### src/rtl/fire_control_unit.sv
// Fire control unit: acquires and holds a radar lock, issues a single fire
// request per trigger press to the weapons unit, and enforces a post-shot cooldown.
module fire_control_unit #(
    parameter int unsigned LOCK_CYCLES     = 4,
    parameter int unsigned LOSS_CYCLES     = 2,
    parameter logic [7:0]  MAX_RANGE       = 8'd200,
    parameter int unsigned ACK_TIMEOUT     = 8,
    parameter int unsigned COOLDOWN_CYCLES = 16
) (
    input  logic       clk,
    input  logic       rst,
    input  logic       radar_detect,
    input  logic [7:0] target_range,
    input  logic       trigger,
    input  logic       launch_missile,
    input  logic [3:0] remaining_missiles,
    input  logic [1:0] WCU_state,
    output logic       target_locked,
    output logic       fire_command,
    output logic [2:0] FCU_state,
    output logic [3:0] shots_fired,
    output logic       fire_fault
);

    typedef enum logic [2:0] {
        SEARCH   = 3'b000,
        ACQUIRE  = 3'b001,
        LOCKED   = 3'b010,
        FIRING   = 3'b011,
        WAIT_ACK = 3'b100,
        COOLDOWN = 3'b101,
        HOLD     = 3'b110
    } state_t;

    state_t     state;
    logic [7:0] lock_cnt;
    logic [7:0] loss_cnt;
    logic [7:0] ack_timer;
    logic [7:0] cd_timer;
    logic       trig_q;

    logic valid_detect;
    logic trig_edge;
    logic hold_req;
    logic lock_lost;

    always_comb begin
        valid_detect = radar_detect && (target_range != '0) && (target_range <= MAX_RANGE);
        trig_edge    = trigger && !trig_q;
        hold_req     = (remaining_missiles == '0) || (WCU_state == 2'b11);
        lock_lost    = !valid_detect && (loss_cnt == 8'(LOSS_CYCLES - 1));
    end

    assign FCU_state = state;

    always_ff @(posedge clk) begin
        if (rst) begin
            state         <= SEARCH;
            target_locked <= 1'b0;
            fire_command  <= 1'b0;
            shots_fired   <= '0;
            fire_fault    <= 1'b0;
            lock_cnt      <= '0;
            loss_cnt      <= '0;
            ack_timer     <= '0;
            cd_timer      <= '0;
            trig_q        <= 1'b0;
        end else begin
            trig_q <= trigger;
            // An outstanding fire request is never abandoned for an ammo/WCU hold.
            if (hold_req && state != WAIT_ACK) begin
                state         <= HOLD;
                target_locked <= 1'b0;
                fire_command  <= 1'b0;
            end else begin
                case (state)
                    SEARCH: begin
                        if (valid_detect) begin
                            state    <= ACQUIRE;
                            lock_cnt <= 8'd1;
                        end else begin
                            lock_cnt <= '0;
                        end
                    end
                    ACQUIRE: begin
                        if (valid_detect) begin
                            lock_cnt <= lock_cnt + 8'd1;
                            if (lock_cnt + 8'd1 == 8'(LOCK_CYCLES)) begin
                                state         <= LOCKED;
                                target_locked <= 1'b1;
                                loss_cnt      <= '0;
                            end
                        end else begin
                            state    <= SEARCH;
                            lock_cnt <= '0;
                        end
                    end
                    LOCKED: begin
                        loss_cnt <= valid_detect ? '0 : loss_cnt + 8'd1;
                        if (lock_lost) begin
                            state         <= SEARCH;
                            target_locked <= 1'b0;
                            loss_cnt      <= '0;
                            lock_cnt      <= '0;
                        end else if (trig_edge && WCU_state == 2'b01) begin
                            state <= FIRING;
                        end
                    end
                    FIRING: begin
                        fire_command <= 1'b1;
                        ack_timer    <= '0;
                        state        <= WAIT_ACK;
                    end
                    WAIT_ACK: begin
                        target_locked <= 1'b1;
                        if (launch_missile) begin
                            fire_command <= 1'b0;
                            if (shots_fired != 4'hF)
                                shots_fired <= shots_fired + 4'd1;
                            cd_timer <= '0;
                            state    <= COOLDOWN;
                        end else if (ack_timer == 8'(ACK_TIMEOUT - 1)) begin
                            fire_command <= 1'b0;
                            fire_fault   <= 1'b1;
                            cd_timer     <= '0;
                            state        <= COOLDOWN;
                        end else begin
                            ack_timer <= ack_timer + 8'd1;
                        end
                    end
                    COOLDOWN: begin
                        loss_cnt <= valid_detect ? '0 : loss_cnt + 8'd1;
                        if (lock_lost) begin
                            state         <= SEARCH;
                            target_locked <= 1'b0;
                            loss_cnt      <= '0;
                            lock_cnt      <= '0;
                        end else if (cd_timer == 8'(COOLDOWN_CYCLES - 1)) begin
                            state <= target_locked ? LOCKED : SEARCH;
                        end else begin
                            cd_timer <= cd_timer + 8'd1;
                        end
                    end
                    HOLD: begin
                        target_locked <= 1'b0;
                        fire_command  <= 1'b0;
                    end
                    default: state <= SEARCH;
                endcase
            end
        end
    end

endmodule

### config.mk
export PLATFORM = sky130hd
export DESIGN_NAME = fire_control_unit
export DESIGN_NICKNAME = d
export VERILOG_FILES = /design/src/rtl/fire_control_unit.sv
export SDC_FILE = /design/constraint.sdc
export NUM_CORES = 1
export LEC_CHECK = 0
export ABC_AREA = 1
export BUFFER_PORTS_ARGS = -buffer_cell sky130_fd_sc_hd__buf_2
export CELL_PAD_IN_SITES_DETAIL_PLACEMENT = 0
export CELL_PAD_IN_SITES_GLOBAL_PLACEMENT = 1
export CORE_ASPECT_RATIO = 1.1
export CORE_MARGIN = 4
export CORE_UTILIZATION = 46
export CTS_BUF_LIST = sky130_fd_sc_hd__clkbuf_4 sky130_fd_sc_hd__clkbuf_8
export DETAILED_ROUTE_END_ITERATION = 8
export GPL_ROUTABILITY_DRIVEN = 0
export PLACE_DENSITY_LB_ADDON = 0.1
export SYNTH_ARGS = -nofsm -noshare
export SYNTH_HDL_FRONTEND = slang
export SYNTH_SLANG_ARGS = --single-unit
export TNS_END_PERCENT = 5
### constraint.sdc
create_clock -name clk -period 2.76 [get_ports clk]
set_input_delay 0.276 -clock clk [delete_from_list [all_inputs] [get_ports clk]]
set_output_delay 0.276 -clock clk [all_outputs]
set_load 0.01 [all_outputs]
Yosys cells after proc, flatten, opt, wreduce, memory -nomap -nowiden:

Cells that the tools add are included.
W data, S select, Z words.

* add/subtract/negate cells: 5
* magnitude comparators: 1
* equality and inequality tests: 32
* multiplexer cells: 36
* bitwise logic cells: 3
* reductions and logical operators: 30

Operators with widths (number)
* $mux W8: 12
* $pmux W8 S2: 3
* $add A8 B1 Y8 const B: 4
* $mux W3: 10
* $pmux W8 S3: 1
* $pmux W3 S7: 1
* $ne A4 B4 Y1 const B: 5
* $reduce_and A4 Y1: 5
* $ne A3 B3 Y1 const B: 6
* $eq A8 B3 Y1 const B: 2
* $ne A2 B2 Y1 const B: 8
* $reduce_and A6 Y1: 2
* $eq A3 B3 Y1 const B: 3
* $eq A8 B1 Y1 const B: 1
* $eq A8 B4 Y1 const B: 1
* $le A8 B8 Y1 const B: 1
* $reduce_bool A8 Y1: 1
* $eq A3 B2 Y1 const B: 2
* $logic_and A1 B1 Y1: 6
* $mux W1: 6
* $reduce_bool A2 Y1: 3
* $reduce_bool A3 Y1: 2
* $reduce_and A5 Y1: 1
* $add A4 B1 Y4 const B: 1
* other kinds (16): 20

* register bits: 43
* bits of input ports: 19
* output and inout port bits: 10
* word-level logic and storage cells: 118

Depth between registers and ports, before layout:

Gate-level depths: netlist (run 1).

* depth in word-level cells: 8
* depth in mapped cells: 14
* gate-level depth less buffers: 14

Least setup slack after synthesis (run 1):

OpenSTA, ideal clock, no wires.

* path kind: register to register
* from: register lock_cnt[0]
* to: register loss_cnt[3]
* setup time: 116 ps
* data arrival time: 1550 ps
* data required time: 2644 ps
* slack: 1094 ps
* cell stages (with the launch flop): 11
* buffers on the path: 0
* period minus slack after synthesis: 1666 ps
* cell sequence: dfxtp_1 > ha_1 > nand2_1 > o21ai_1 > nand3_1 > nor2_1 > nand2_1 > o21ai_1 > nand3_1 > a21oi_1 > nor2_1

* word-level cells in the longest chain between the ends: 4

Ends and longest elaborated chain
* start, declared: RTL line 36 `logic [7:0] lock_cnt;`
* start signal, assigned: RTL line 87 `lock_cnt <= lock_cnt + 8'd1;`
* $add A8 B1 Y8: RTL line 88 `if (lock_cnt + 8'd1 == 8'(LOCK_CYCLES)) begin`
* $eq A8 B3 Y1: RTL line 88
* $ne A2 B2 Y1 (no line)
* $reduce_and A4 Y1 (no line)
* end signal, assigned: RTL line 99 `loss_cnt <= valid_detect ? '0 : loss_cnt + 8'd1;`
* end signal, assigned: RTL line 132 `loss_cnt <= valid_detect ? '0 : loss_cnt + 8'd1;`
* end, declared: RTL line 37 `logic [7:0] loss_cnt;`

No other way between the ends.
A chain may end at the register's enable or synchronous reset.

Worst setup path after layout (run 1):

Ends and elaborated chain as after synthesis.

==> results of run 1 <==
[power by group]
group / switching (mW) / total (mW) / internal [mW]
Combinational: 0.564 / 0.851 / 0.287
Sequential: 0.113 / 0.840 / 0.726
Clock: 0.214 / 0.411 / 0.197
Total: 0.892 / 2.10 / 1.21
[state kept, by name (all words and copies together), names as in the netlist]
| register | flops |
|---|---|
| cd_timer | 8 |
| shots_fired | 4 |
| ack_timer | 8 |
| loss_cnt | 8 |
| fire_command | 1 |
| lock_cnt | 8 |
| fire_fault | 1 |
| trig_q | 1 |
| target_locked | 1 |
| FCU_state | 3 |
[stage by stage]
step                hold slack (ps)  power (mW)  setup WS, ps  utilization
floorplan                       349        1.51          1090            -
global placement                444        1.71           859        0.520
detailed placement              448        1.71           826        0.520
CTS                             200        2.12           808        0.536
global route                    202        2.30           641        0.536
finish                          199        2.10           825        0.536
[metal layers]
metal / wire length (µm) / up-vias
met4: 58 / 0
met2: 2760 / 25
met1: 2830 / 1124
li1: - / 1385
met5: 0 / -
met3: 153 / 7
[synth_stat cells, drive strengths merged]
library cell	instances	area (µm²)
a22o	1	8.76
clkbuf	3	11.3
inv	57	214
dfxtp	43	861
a31oi	1	6.26
nor2	81	337
a21oi	35	175
nor4	3	18.8
buf	1	11.3
o21a	1	7.51
a31o	1	8.76
o21ai	25	125
xnor2	3	26.3
nand4	5	31.3
nand3	29	150
and3	1	6.26
nand3b	2	27.5
xor2	9	78.8
nand2	88	345
a211oi	4	35.0
ha	7	87.6
nor3	9	45.0
and2	1	6.26
[logic make-up (layout without fill, tap and decap cells)]
| kind of cell | after synthesis | after routing | share of synthesized area |
|---|---|---|---|
| buffers and inverters | 61 | 93 | 0.0901 |
| flip-flops | 43 | 43 | 0.328 |
| AND/OR/NAND/NOR | 219 | 219 | 0.369 |
| XOR/XNOR | 12 | 12 | 0.0401 |
| AO/OA/AOI/OAI | 68 | 68 | 0.140 |
| adder cells (fa/ha/maj) | 7 | 7 | 0.0334 |
[critical path, cell delays in order (launching register included)]
cell	delay (ps)
dfxtp_1	420
ha_1	200
nand2_1	90
o21ai_1	170
nand3_1	100
nor2_1	90
nand2_1	100
o21ai_1	170
nand3_1	250
a21oi_1	200
nor2_1	60
[layout make-up]
class	instances	area, µm²
Fill cell	614	2530
Multi-Input combinational cell	306	1530
Sequential cell	43	861
Inverter	57	214
Timing Repair Buffer	29	148
Tap cell	75	93.8
Clock buffer	6	82.6
Clock inverter	1	5.00
[final timing paths]
path / startpoint / end / slack [ps] / depth (start not counted)
worst min register to register: fire_fault / fire_fault / 470 / 1
worst min-delay path: trigger / trig_q / 200 / 3
worst max-delay path: lock_cnt[0] / loss_cnt[3] / 820 / 10
worst max register to register: lock_cnt[0] / loss_cnt[3] / 820 / 10
==> impl_metrics.env, run 1 <==
export IMPL_drive_above_1_share=0.136
export IMPL_grt_pass1_vias=2341
export IMPL_clkLatencyLatePin_ps=300
export IMPL_die_h_um=87.2
export IMPL_dp_hpwl_um=4390
export IMPL_syn_area_per_cell_um2=6.40
export IMPL_power_density_mw_per_mm2=717
export IMPL_start_util=0.480
export IMPL_cts_sinks=43
export IMPL_placed_cell_area_mm2=0.00284
export IMPL_wl_per_cell_um=11.2
export IMPL_nets=468
export IMPL_path_class="register to register"
export IMPL_cts_buffer_depth=2
export IMPL_crit_path_start_kind="register"
export IMPL_finalCriticalPeriod_ps=1940
export IMPL_core_area_mm2=0.00547
export IMPL_ys_seq_area_frac=0.328
export IMPL_hold_path_class="input port to register"
export IMPL_hold_viol=0
export IMPL_status="completed"
export IMPL_met3_usage=0.0259
export IMPL_layout_common_cells="nand2_1 (82), nor2_1 (74), inv_1 (50)"
export IMPL_grtUsageTotal=0.177
export IMPL_dp_cells=510
export IMPL_fin_crit_sh=0.701
export IMPL_worst_ir_drop_vdd_uv=417
export IMPL_syn_inst=410
export IMPL_mappedNetlistNets=436
export IMPL_drt_total_wl_um=5800
export IMPL_num_antenna_cells=0
export IMPL_endpoint_kind="register"
export IMPL_drt_pass1_iter_count=4
export IMPL_fin_area_mm2=0.00293
export IMPL_die_x_um=80.0
export IMPL_numCtsBuffers=5
export IMPL_critPathMaxFanout=7
export IMPL_vias_per_cell=4.91
export IMPL_dr_first_iter_drc_count=74
export IMPL_rsz0062_at_grt="no"
export IMPL_met1_usage=0.223
export IMPL_drcViolationCount=0
export IMPL_cp_data_required_time_ps=2950
export IMPL_cts_resized=0
export IMPL_met2_usage=0.309
export IMPL_cp_arrival_ps=2120
export IMPL_numPortBuffers=28
export IMPL_final_common_cell="nand2_1"
export IMPL_grt_overflow=0
export IMPL_tritoncts="yes"
export IMPL_clock_root_buffer="clkbuf_8"
export IMPL_final_setup_tns_ps=0
export IMPL_busiest_layer="met2"
export IMPL_post_cts_buffers=0
export IMPL_fin_cells=517
export IMPL_grt_pass1_wl_um=9970
export IMPL_antenna_found_initial=0
export IMPL_fin_skew_ps=12.3
export IMPL_synthDistinctLibCells=31
export IMPL_path_clk_slew_ps=80
export IMPL_die_area_mm2=0.00698
export IMPL_io_pins=29
export IMPL_setup_violations=0
export IMPL_area_delta_synth_final_pct=11.7
export IMPL_slew_headroom=0.659
export IMPL_ys_ff_latch=43
export IMPL_report_final_slew_viol_count=0
export IMPL_num_rows=28
export IMPL_postCtsHoldBufs=0
export IMPL_grt_max_degree=22
export IMPL_cts_max_level=2
export IMPL_maxCapViolations=0
export IMPL_p_leak_nw=1.27
export IMPL_synthesis_area_mm2=0.00262
export IMPL_worstMarginPinSlew_ps=511
export IMPL_yosys_warnings=0
export IMPL_antenna_left=0
export IMPL_vias=2541
export IMPL_max_freq_ghz=0.517
Note: power is estimated with default switching activity, not from simulation.
==> run 2, diff against run 1 <==
ABC_AREA = 0   (was 1)
CORE_UTILIZATION = 45   (was 46)
clock period = 1.9 ns   (was 2.76 ns; I/O delays follow)
==> run 2 against run 1 <==
  * The run now ends with negative setup slack left
  * Clock skew is 3.7 ps lower
  * Critical path depth fell by 1
  * Sequential cell count unchanged
  * Hold slack worse by 66 ps
  * Maximum frequency fell by 9.5%
  * Sequential share of layout area is 3.1 points lower
  * Total power up 23%
  * Global-route usage grew 3.0 points
  * Register-to-register slack worse by 1100 ps
  * Critical endpoint is now FCU_state[1]
==> impl_metrics.env, run 2 <==
export IMPL_status="finished with violations"
export IMPL_violations="negative setup slack"
export IMPL_finalWorstSetupSlack_ps=-239
export IMPL_hold_path_class="input port to register"
export IMPL_dp_slack_ps=-220
export IMPL_cp_arrival_ps=2320
export IMPL_slew_headroom=0.633
export IMPL_core_area_mm2=0.00510
export IMPL_tritoncts="yes"
export IMPL_synth_area_leader_cell="dfxtp_1"
export IMPL_cts_max_level=2
export IMPL_drt_total_wl_um=6310
export IMPL_post_cts_buffers=0
export IMPL_p_leak_nw=1.39
export IMPL_synth_flop_cell="dfxtp_1"
export IMPL_grt_overflow=0
export IMPL_path_clk_slew_ps=80
export IMPL_synth_top_cell_area_share=0.359
export IMPL_fin_area_mm2=0.00328
export IMPL_grtUsageTotal=0.206
export IMPL_mappedNetlistNets=315
export IMPL_endpoint_kind="register"
export IMPL_cts_sinks=43
export IMPL_drive_above_1_share=0.332
export IMPL_cts_buffer_depth=2
export IMPL_clock_root_buffer="clkbuf_8"
export IMPL_layout_common_cells="buf_4 (66), dfxtp_1 (42), nor2_1 (37)"
export IMPL_setup_violations=28
export IMPL_yosys_warnings=0
export IMPL_post_route_util=0.643
export IMPL_synthesis_area_mm2=0.00240
export IMPL_vias=2483
export IMPL_antenna_left=0
export IMPL_finalCriticalPeriod_ps=2140
export IMPL_cp_data_required_time_ps=2080
export IMPL_area_delta_synth_final_pct=36.6
export IMPL_rsz0062_at_grt="yes"
export IMPL_sequentialPowerShare=0.380
export IMPL_die_x_um=77.6
export IMPL_path_class="register to register"
export IMPL_maxCapViolations=0
export IMPL_io_pins=29
export IMPL_postCtsHoldBufs=0
export IMPL_die_h_um=84.6
export IMPL_ys_top_cells_by_count="dfxtp_1 (43), nor2_1 (39), a21oi_1 (21)"
export IMPL_syn_inst=289
export IMPL_antenna_found_initial=0
export IMPL_power_density_mw_per_mm2=786
export IMPL_yosys_top_cells_area="dfxtp_1 (36%), nor2_1 (6.1%), a21oi_1 (4.4%), ha_1 (3.6%), nand2_1 (3.1%)"
export IMPL_crit_path_start_kind="register"
export IMPL_worst_ir_drop_vdd_uv=465
export IMPL_report_final_slew_viol_count=0
export IMPL_num_rows=27
export IMPL_dr_first_iter_drc_count=114
export IMPL_vias_per_cell=5.43
export IMPL_synth_most_common_cell="dfxtp_1"
export IMPL_p_sw_uw=818
export IMPL_critPathMaxFanout=3
export IMPL_grt_pass1_wl_um=11100
export IMPL_drt_pass1_iter_count=4
export IMPL_grt_pass1_vias=2394
export IMPL_max_freq_ghz=0.468
export IMPL_power_frac_clock=0.279
export IMPL_intPower_mw=1.76
export IMPL_p_comb_frac=0.340
export IMPL_die_area_mm2=0.00657
export IMPL_fin_skew_ps=8.59
export IMPL_final_common_cell="buf_4"
export IMPL_hold_viol=0
export IMPL_ys_async_sr_fraction=0
export IMPL_ys_ff_latch=43
export IMPL_synthDistinctLibCells=57
export IMPL_clkLatencyLatePin_ps=300
export IMPL_start_util=0.470
export IMPL_num_antenna_cells=0
export IMPL_placed_cell_area_mm2=0.00311
export IMPL_numCtsBuffers=5
export IMPL_fin_crit_sh=1.13
export IMPL_worstMarginPinSlew_ps=545
export IMPL_ys_seq_area_frac=0.359
export IMPL_synth_edf_count=0
export IMPL_switching_share=0.318
export IMPL_dp_hpwl_um=4870
export IMPL_grt_max_degree=26
export IMPL_wl_per_cell_um=13.8
export IMPL_numPortBuffers=28
export IMPL_nets=410
export IMPL_drcViolationCount=0
export IMPL_syn_area_per_cell_um2=8.30
==> run 2: per-stage QoR <==
stage | hold WS [ps] | TNS, ps | power [mW] | instances
final | 133 | -3830 | 2.58 | 457
after global routing | 154 | -7370 | 2.74 | 457
after CTS | 132 | -4370 | 2.58 | 457
after detailed placement | 440 | -3620 | 1.84 | 449
after global placement | 414 | -2560 | 1.84 | 449
after floorplan | 318 | -2560 | 1.45 | 289
==> run 2: final timing paths <==
check,from,endpoint,slack [ps],cells after the start
setup / recovery,loss_cnt[1],FCU_state[1],-240,9
hold / removal,trigger,trig_q,130,2
setup reg to reg,loss_cnt[1],FCU_state[1],-240,9
hold reg to reg,fire_fault,fire_fault,480,2
==> run 2: critical path: stages, from the launching register on <==
cell and delay (ps):
dfxtp_1 320, inv_1 70, ha_1 160, or4b_4 480, nor4_4 180, o21ai_2 120
and2_4 170, a211oi_4 230, mux2i_1 210, a21oi_1 70
==> run 2: logic make-up after synthesis <==
kind of cell,count (synthesis),synth area share
adder cells (fa/ha/maj),7,0.0365
flip-flops,43,0.359
AO/OA/AOI/OAI,74,0.213
AND/OR/NAND/NOR,133,0.299
XOR/XNOR,14,0.0511
multiplexers,5,0.0209
buffers and inverters,13,0.0209
==> run 2: layout make-up <==
class / count / area, µm²
Clock buffer: 5 / 68.8
Tap cell: 72 / 90.1
Fill cell: 461 / 1820
Inverter: 5 / 18.8
Timing Repair Buffer: 96 / 658
Multi-Input combinational cell: 233 / 1540
Sequential cell: 43 / 862
Clock inverter: 3 / 43.8
==> run 2: power by group through the flow <==
| stage | sequential, mW | combinational (mW) | clock, mW |
|---|---|---|---|
| final | 0.980 | 0.876 | 0.720 |
| after global routing | 0.987 | 0.966 | 0.782 |
| after CTS | 0.980 | 0.863 | 0.739 |
| after detailed placement | 1.00 | 0.844 | 0 |
| after global placement | 0.996 | 0.842 | 0 |
| after floorplan | 1.01 | 0.444 | 0 |
==> run 2: per-layer routing <==
metal,global-route usage,part of all wire,up-vias
li1,-,-,1260
met1,0.267,0.47,1178
met2,0.346,0.49,37
met3,0.0397,0.025,8
met4,0.0615,0.020,0
met5,0,0,-
==> run 2: repair_timing <==
item / in CTS / in global routing
endpoints found under the setup margin: 29 / 31
pin swaps: 4 / 1
gates resized for setup: 6 / 7
